File: config.mk
export PLATFORM = sky130hd
export DESIGN_NAME = cp0_reg
export DESIGN_NICKNAME = d
export VERILOG_FILES = /design/src/rtl/cp0_reg_pkg.sv /design/src/rtl/cp0_timer.sv /design/src/rtl/cp0_reg.sv
export SDC_FILE = /design/constraint.sdc
export NUM_CORES = 1
export LEC_CHECK = 0
export ABC_AREA = 1
export CAP_MARGIN = 20
export CORE_MARGIN = 1.5
export CORE_UTILIZATION = 46
export CTS_BUF_LIST = sky130_fd_sc_hd__clkbuf_16
export DETAILED_ROUTE_END_ITERATION = 12
export PLACE_DENSITY_LB_ADDON = 0.25
export SETUP_SLACK_MARGIN = 0.02
export SYNTH_ARGS = -nofsm -noshare
export SYNTH_HDL_FRONTEND = slang
export SYNTH_SLANG_ARGS = --single-unit
File: constraint.sdc
create_clock -name clk -period 2.28 [get_ports clk]
set_input_delay 0.456 -clock clk [delete_from_list [all_inputs] [get_ports clk]]
set_output_delay 0.456 -clock clk [all_outputs]
set_load 0.01 [all_outputs]
File: src/rtl/cp0_reg_pkg.sv
// cp0_defs: register numbers, exception encodings, ExcCodes and bit masks shared by the CP0 block.
package cp0_defs;

    localparam logic [4:0] CP0_BADVADDR = 5'd8;
    localparam logic [4:0] CP0_COUNT    = 5'd9;
    localparam logic [4:0] CP0_COMPARE  = 5'd11;
    localparam logic [4:0] CP0_STATUS   = 5'd12;
    localparam logic [4:0] CP0_CAUSE    = 5'd13;
    localparam logic [4:0] CP0_EPC      = 5'd14;

    localparam logic [31:0] EXC_NONE = 32'h0;
    localparam logic [31:0] EXC_INT  = 32'h1;
    localparam logic [31:0] EXC_ADEL = 32'h4;
    localparam logic [31:0] EXC_ADES = 32'h5;
    localparam logic [31:0] EXC_SYS  = 32'h8;
    localparam logic [31:0] EXC_BP   = 32'h9;
    localparam logic [31:0] EXC_RI   = 32'ha;
    localparam logic [31:0] EXC_OV   = 32'hc;
    localparam logic [31:0] EXC_ERET = 32'he;

    localparam logic [4:0] CODE_INT  = 5'h00;
    localparam logic [4:0] CODE_ADEL = 5'h04;
    localparam logic [4:0] CODE_ADES = 5'h05;
    localparam logic [4:0] CODE_SYS  = 5'h08;
    localparam logic [4:0] CODE_BP   = 5'h09;
    localparam logic [4:0] CODE_RI   = 5'h0a;
    localparam logic [4:0] CODE_OV   = 5'h0c;

    localparam logic [31:0] RST_STATUS_DEF = 32'h0040_0000;
    localparam int STATUS_IE  = 0;
    localparam int STATUS_EXL = 1;
    localparam int CAUSE_BD   = 31;
    localparam int CAUSE_IP_LO = 10;
    localparam int CAUSE_EXC_LO = 2;
    localparam logic [31:0] STATUS_WMASK = 32'h0000_ff03;
    localparam logic [31:0] CAUSE_WMASK  = 32'h0000_0300;

    // {taken, ExcCode}; taken is 0 for none, Eret and unrecognised types
    function automatic logic [5:0] exc_decode(input logic [31:0] t);
        case (t)
            EXC_INT:  exc_decode = {1'b1, CODE_INT};
            EXC_ADEL: exc_decode = {1'b1, CODE_ADEL};
            EXC_ADES: exc_decode = {1'b1, CODE_ADES};
            EXC_SYS:  exc_decode = {1'b1, CODE_SYS};
            EXC_BP:   exc_decode = {1'b1, CODE_BP};
            EXC_RI:   exc_decode = {1'b1, CODE_RI};
            EXC_OV:   exc_decode = {1'b1, CODE_OV};
            default:  exc_decode = 6'd0;
        endcase
    endfunction

endpackage

File: src/rtl/cp0_timer.sv
// cp0_timer: half-rate Count, Compare and the sticky timer interrupt.
module cp0_timer (
    input  logic        clk,
    input  logic        rst,
    input  logic        count_we,
    input  logic        compare_we,
    input  logic [31:0] wdata,
    output logic [31:0] count,
    output logic [31:0] compare,
    output logic        timer_int
);
    logic tick;

    always_ff @(posedge clk) begin
        if (rst) begin
            tick      <= 1'b0;
            count     <= 32'd0;
            compare   <= 32'd0;
            timer_int <= 1'b0;
        end else begin
            tick      <= ~tick;
            count     <= count_we ? wdata : count + {31'd0, tick};
            compare   <= compare_we ? wdata : compare;
            timer_int <= compare_we ? 1'b0 : (compare != 32'd0 && count == compare) ? 1'b1 : timer_int;
        end
    end
endmodule

File: src/rtl/cp0_reg.sv
// cp0_reg: CP0 register file handling exception commit, Eret, mtc0/mfc0 and the Count/Compare timer.
module cp0_reg
    import cp0_defs::*;
#(
    parameter logic [31:0] RST_STATUS = RST_STATUS_DEF
) (
    input  logic        clk,
    input  logic        rst,
    input  logic        we_i,
    input  logic [4:0]  waddr_i,
    input  logic [4:0]  raddr_i,
    input  logic [31:0] data_i,
    input  logic [5:0]  int_i,
    input  logic [31:0] except_type_i,
    input  logic [31:0] current_inst_addr_i,
    input  logic        is_in_delayslot_i,
    input  logic [31:0] bad_addr_i,
    output logic [31:0] data_o,
    output logic [31:0] count_o,
    output logic [31:0] compare_o,
    output logic [31:0] status_o,
    output logic [31:0] cause_o,
    output logic [31:0] epc_o,
    output logic [31:0] badvaddr_o,
    output logic        timer_int_o
);
    logic [5:0] dec;
    logic       take, wr;

    assign dec  = exc_decode(except_type_i);
    assign take = dec[5];
    // any nonzero type flushes the instruction, so its mtc0 is dropped
    assign wr   = we_i && except_type_i == EXC_NONE;

    cp0_timer u_timer (
        .clk        (clk),
        .rst        (rst),
        .count_we   (wr && waddr_i == CP0_COUNT),
        .compare_we (wr && waddr_i == CP0_COMPARE),
        .wdata      (data_i),
        .count      (count_o),
        .compare    (compare_o),
        .timer_int  (timer_int_o)
    );

    always_ff @(posedge clk) begin
        if (rst) begin
            status_o   <= RST_STATUS;
            cause_o    <= 32'd0;
            epc_o      <= 32'd0;
            badvaddr_o <= 32'd0;
        end else begin
            cause_o[CAUSE_IP_LO +: 6] <= int_i;
            if (take) begin
                if (!status_o[STATUS_EXL]) begin
                    epc_o             <= is_in_delayslot_i ? current_inst_addr_i - 32'd4 : current_inst_addr_i;
                    cause_o[CAUSE_BD] <= is_in_delayslot_i;
                end
                status_o[STATUS_EXL]       <= 1'b1;
                cause_o[CAUSE_EXC_LO +: 5] <= dec[4:0];
                if (except_type_i == EXC_ADEL || except_type_i == EXC_ADES)
                    badvaddr_o <= bad_addr_i;
            end else if (except_type_i == EXC_ERET) begin
                status_o[STATUS_EXL] <= 1'b0;
            end else if (wr) begin
                if (waddr_i == CP0_STATUS)
                    status_o <= (status_o & ~STATUS_WMASK) | (data_i & STATUS_WMASK);
                if (waddr_i == CP0_CAUSE)
                    cause_o[9:8] <= data_i[9:8];
                if (waddr_i == CP0_EPC)
                    epc_o <= data_i;
            end
        end
    end

    always_comb begin
        data_o = raddr_i == CP0_BADVADDR ? badvaddr_o :
                 raddr_i == CP0_COUNT    ? count_o    :
                 raddr_i == CP0_COMPARE  ? compare_o  :
                 raddr_i == CP0_STATUS   ? status_o   :
                 raddr_i == CP0_CAUSE    ? cause_o    :
                 raddr_i == CP0_EPC      ? epc_o      : 32'd0;
    end
endmodule
==> key figures <==
STA
  – Fin crit period: ~2.2 ns
  – Final Cycle Share: 96.79%
  – Setup violators final: 0
  – Clock Skew: ~0.017 ns
  – Slew @ Worst Pin: between 0.5 and 0.6 ns
  – Final Max Slew Viols: 0
  – FMAX: 0.4532 GHz
  – Hold_ws: around 0.45 ns
  – Setup_tns: 0 ns
  – RSZ-0062 raised after global routing: no
  – Hold Violations, Final: 0
  – Slew headroom: around 65%

Setup path
  – Crit path DAT: between 1.5 and 2 ns
  – CP bufs+invs: 6
  – Crit Path Class: input port to output pin
  – Startpoint types: input port
  – Crit-path cells: buf_4 > nor2_4 > buf_4 > nand3_1 > inv_2 > buf_16 > buf_4 > nand2_1 > o211ai_1 > buf_2
  – Critical Path Fanout Max: 7
  – Req. time, crit path: between 1.5 and 2 ns
  – FF-to-FF path depth: 11
  – CP most frequent cell: buf_4
  – CP max stage delay: approximately 0.19 ns
  – Reg-to-reg critical path startpoint: u_timer.count[0]$_SDFF_PP0_
  – Setup crit end kind: output pin
  – Flop2flop setup slack: around 0.26 ns
  – Reg2Reg Capture Point: u_timer.count[30]$_SDFF_PP0_
  – Delay-heaviest family, CP: buffers and inverters
  – CP max-delay cell: buf_2

Run status
  – Status: complete, no violations

Clocking
  – CTS tree: done
  – CTS Sinks: around 150
  – Clock Path Buffers: 2
  – H-tree level count: 4
  – Clk root buf: clkbuf_16
  – Worst-path clk slew: approximately 0.06 ns
  – Worst skew pair latency: roughly 0.44 ns
  – CTS Hold Bufs: 0
  – Number of buffers created by CTS: 17

Synthesis
  – Synth area leader: dfxtp_1
  – Main combinational cell family by area after synthesis: simple AND/OR/NAND/NOR gates
  – Synthesis-stage register bit count: between 150 and 200
  – Synth area leaders: dfxtp_1, nand2_1, nor2_1
  – Post-synth EDFFs: 0
  – Complex-gate fraction of the synthesized area: between 10 and 15%
  – Fraction of the mapped netlist area in adder cells: less than 1%
  – Asr flop ratio synth: 0%
  – Yosys top cell area share: just over 30%
  – Ys Warns: 0
  – Synth Area in XOR/XNOR: 6.226%
  – Most frequent cell after synthesis: nand2_1
  – Seq/Total Area, Yosys: 30.67%
  – Mux share of post-synthesis cell area: 0%
  – Distinct cells, synth: between 40 and 50
  – Post-Synthesis Cells: 1577
  – Syn Area/Cell: about 6.3 um^2
  – Mapped cell area: around 10000 um^2
  – Synth top cells by count: nand2_1, nor2_1, inv_1, dfxtp_1, nand3_1
  – Post-Synth Simple-Gate Area: approximately two fifths
  – Main flop type after synthesis: dfxtp_1

Route
  – Vias: about 12000
  – Final WL: 43.69 mm
  – DRC errors left: 0
  – 1st-iter DRT viols: about 1200
  – DR WL/cell: ~19 um
  – Post-route ant nets: 0
  – Pre-antenna DRT Iters: 7
  – Via/cell ratio: 5.429

Global routing
  – GRT overflow: 0
  – Vias in the first global route: approximately 11000
  – Total Routing Usage GR: a little under two fifths
  – Pin count of the biggest net entering global routing: 74
  – First-pass GRT wire length: between 60 and 70 mm
  – Initial antenna violation count: 1

Min path
  – Hold Crit Class: register to register
  – Worst Hold End: u_timer.tick$_SDFF_PP0_
  – Hold path startpoint: u_timer.tick$_SDFF_PP0_
  – Worst Hold Path Cells: 1

Final layout
  – Multi-input logic area: ~6000 um^2
  – # fillers: approximately 1800
  – NumNets Final: about 2100
  – Final Util: between 70 and 80%
  – Share of cells above drive strength 1: between 10% and 20%
  – Design Area, Final: 14990 um^2
  – FF+latch area: between 3000 and 4000 um^2
  – Area delta synth->final: 50.11%

Place
  – Global placer's final weighted congestion: ~0.99
  – DPL Wire Length: roughly 34 mm
  – Placed Area: approximately 14000 um^2
  – Buffers on Ports: around 330

Floorplan
  – Num ports: ~370
  – Die width: roughly 150 um
  – Site Rows: between 50 and 60
  – Die height: between 150 and 200 um
  – Initial Utilization: ~47%
  – Core area: 21150 um^2
  – Die ar.: roughly 23000 um^2

Power
  – Leakage Power: 6.598 nW
  – Worst vdd ir: 0.4911 mV
  – Power Density: between 400 and 500 nW/um^2
  – Tot Pwr: roughly 0.0062 W

Flow run
  – Max_cap viols: 0
cell usage in the layout, fill, tap and decap left out, types with 18 or more instances in the layout:
cell type          n
nor2_1           294
dfxtp_1          153
nand4_1           26
xor2_1            51
inv_1            160
o211ai_1          20
buf_12            18
nor3_1            69
xnor2_1           20
clkdlybuf4s50_1  294
nand3_1           77
nand2_1          330
conb_1            41
o21ai_0           74
buf_4            111
nand3_2           34
a21oi_1           52
worst reg2reg max path, stage by stage, from the launching register on:
cell,delay (ns)
dfxtp_1,0.36
ha_1,0.18
ha_1,0.18
nand3_1,0.11
inv_1,0.10
nand2_1,0.13
nor2_1,0.17
nand3_1,0.17
nor3_2,0.22
xor2_1,0.16
inv_1,0.05
a21oi_1,0.13
sequential cells by signal (all words and copies together), names as in the netlist:
signal,cells
u_timer.tick,1
u_timer.compare,32
status_o,10
badvaddr_o,32
u_timer.count,32
u_timer.timer_int,1
epc_o,32
cause_o,13
per-stage QoR:
step | std cells | worst slack [ns]
2_1_floorplan | 1616 | 0.3059
3_3_place_gp | 2234 | -0.8143
3_5_place_dp | 2234 | -0.8118
4_1_cts | 2272 | 0.02010
5_1_grt | 2273 | 0.01995
6_report | 2274 | 0.07325
cell type report:
class	count	area share, %
Multi-Input combinational cell	1184	39.71
Timing Repair Buffer	463	29.58
Sequential cell	153	20.43
Inverter	167	4.181
Clock buffer	17	2.837
Tap cell	275	2.295
Clock inverter	14	0.9430
Antenna cell	1	0.01669
report_power, final:
group / internal [W] / switching (W)
clock network: 0.00153 / 0.00127
registers: 0.00268 / 0.00000952
logic: 0.000376 / 0.000381
total: 0.00458 / 0.00166
kinds of logic after synthesis:
kind of cell | after synthesis
buffers and inverters | 279
AND/OR/NAND/NOR | 877
AO/OA/AOI/OAI | 192
adder cells (fa/ha/maj) | 3
other | 2
flip-flops | 153
XOR/XNOR | 71
layer usage:
metal  up-vias  track usage, %  routed length, um
met4         0           12.89               1436
met3       109           7.667               4773
met1      5652           48.19              17030
li1       5822               -                  -
met5         -               0                  0
met2       762           63.35              20440
worst max-delay path by stage:
stage / startpoint / slack, ns / to / cells after the start
global placement: raddr_i[0] / -0.81 / data_o[31] / 8
CTS: raddr_i[2] / 0.02 / data_o[15] / 13
detailed placement: raddr_i[0] / -0.81 / data_o[31] / 8
floorplan: u_timer.count[0]$_SDFF_PP0_ / 0.31 / u_timer.count[22]$_SDFF_PP0_ / 11
global route: raddr_i[1] / 0.02 / data_o[11] / 10
finish: raddr_i[2] / 0.07 / data_o[7] / 10
what timing repair did:
item	4_1_cts	5_1_grt
setup endpoints to repair	32	27
hold endpoints to repair	0	0
buffers inserted	5	2
pin swaps	9	5
gates cloned	2	0
gates resized for setup	127	38
(Power assumes the default switching activity.)
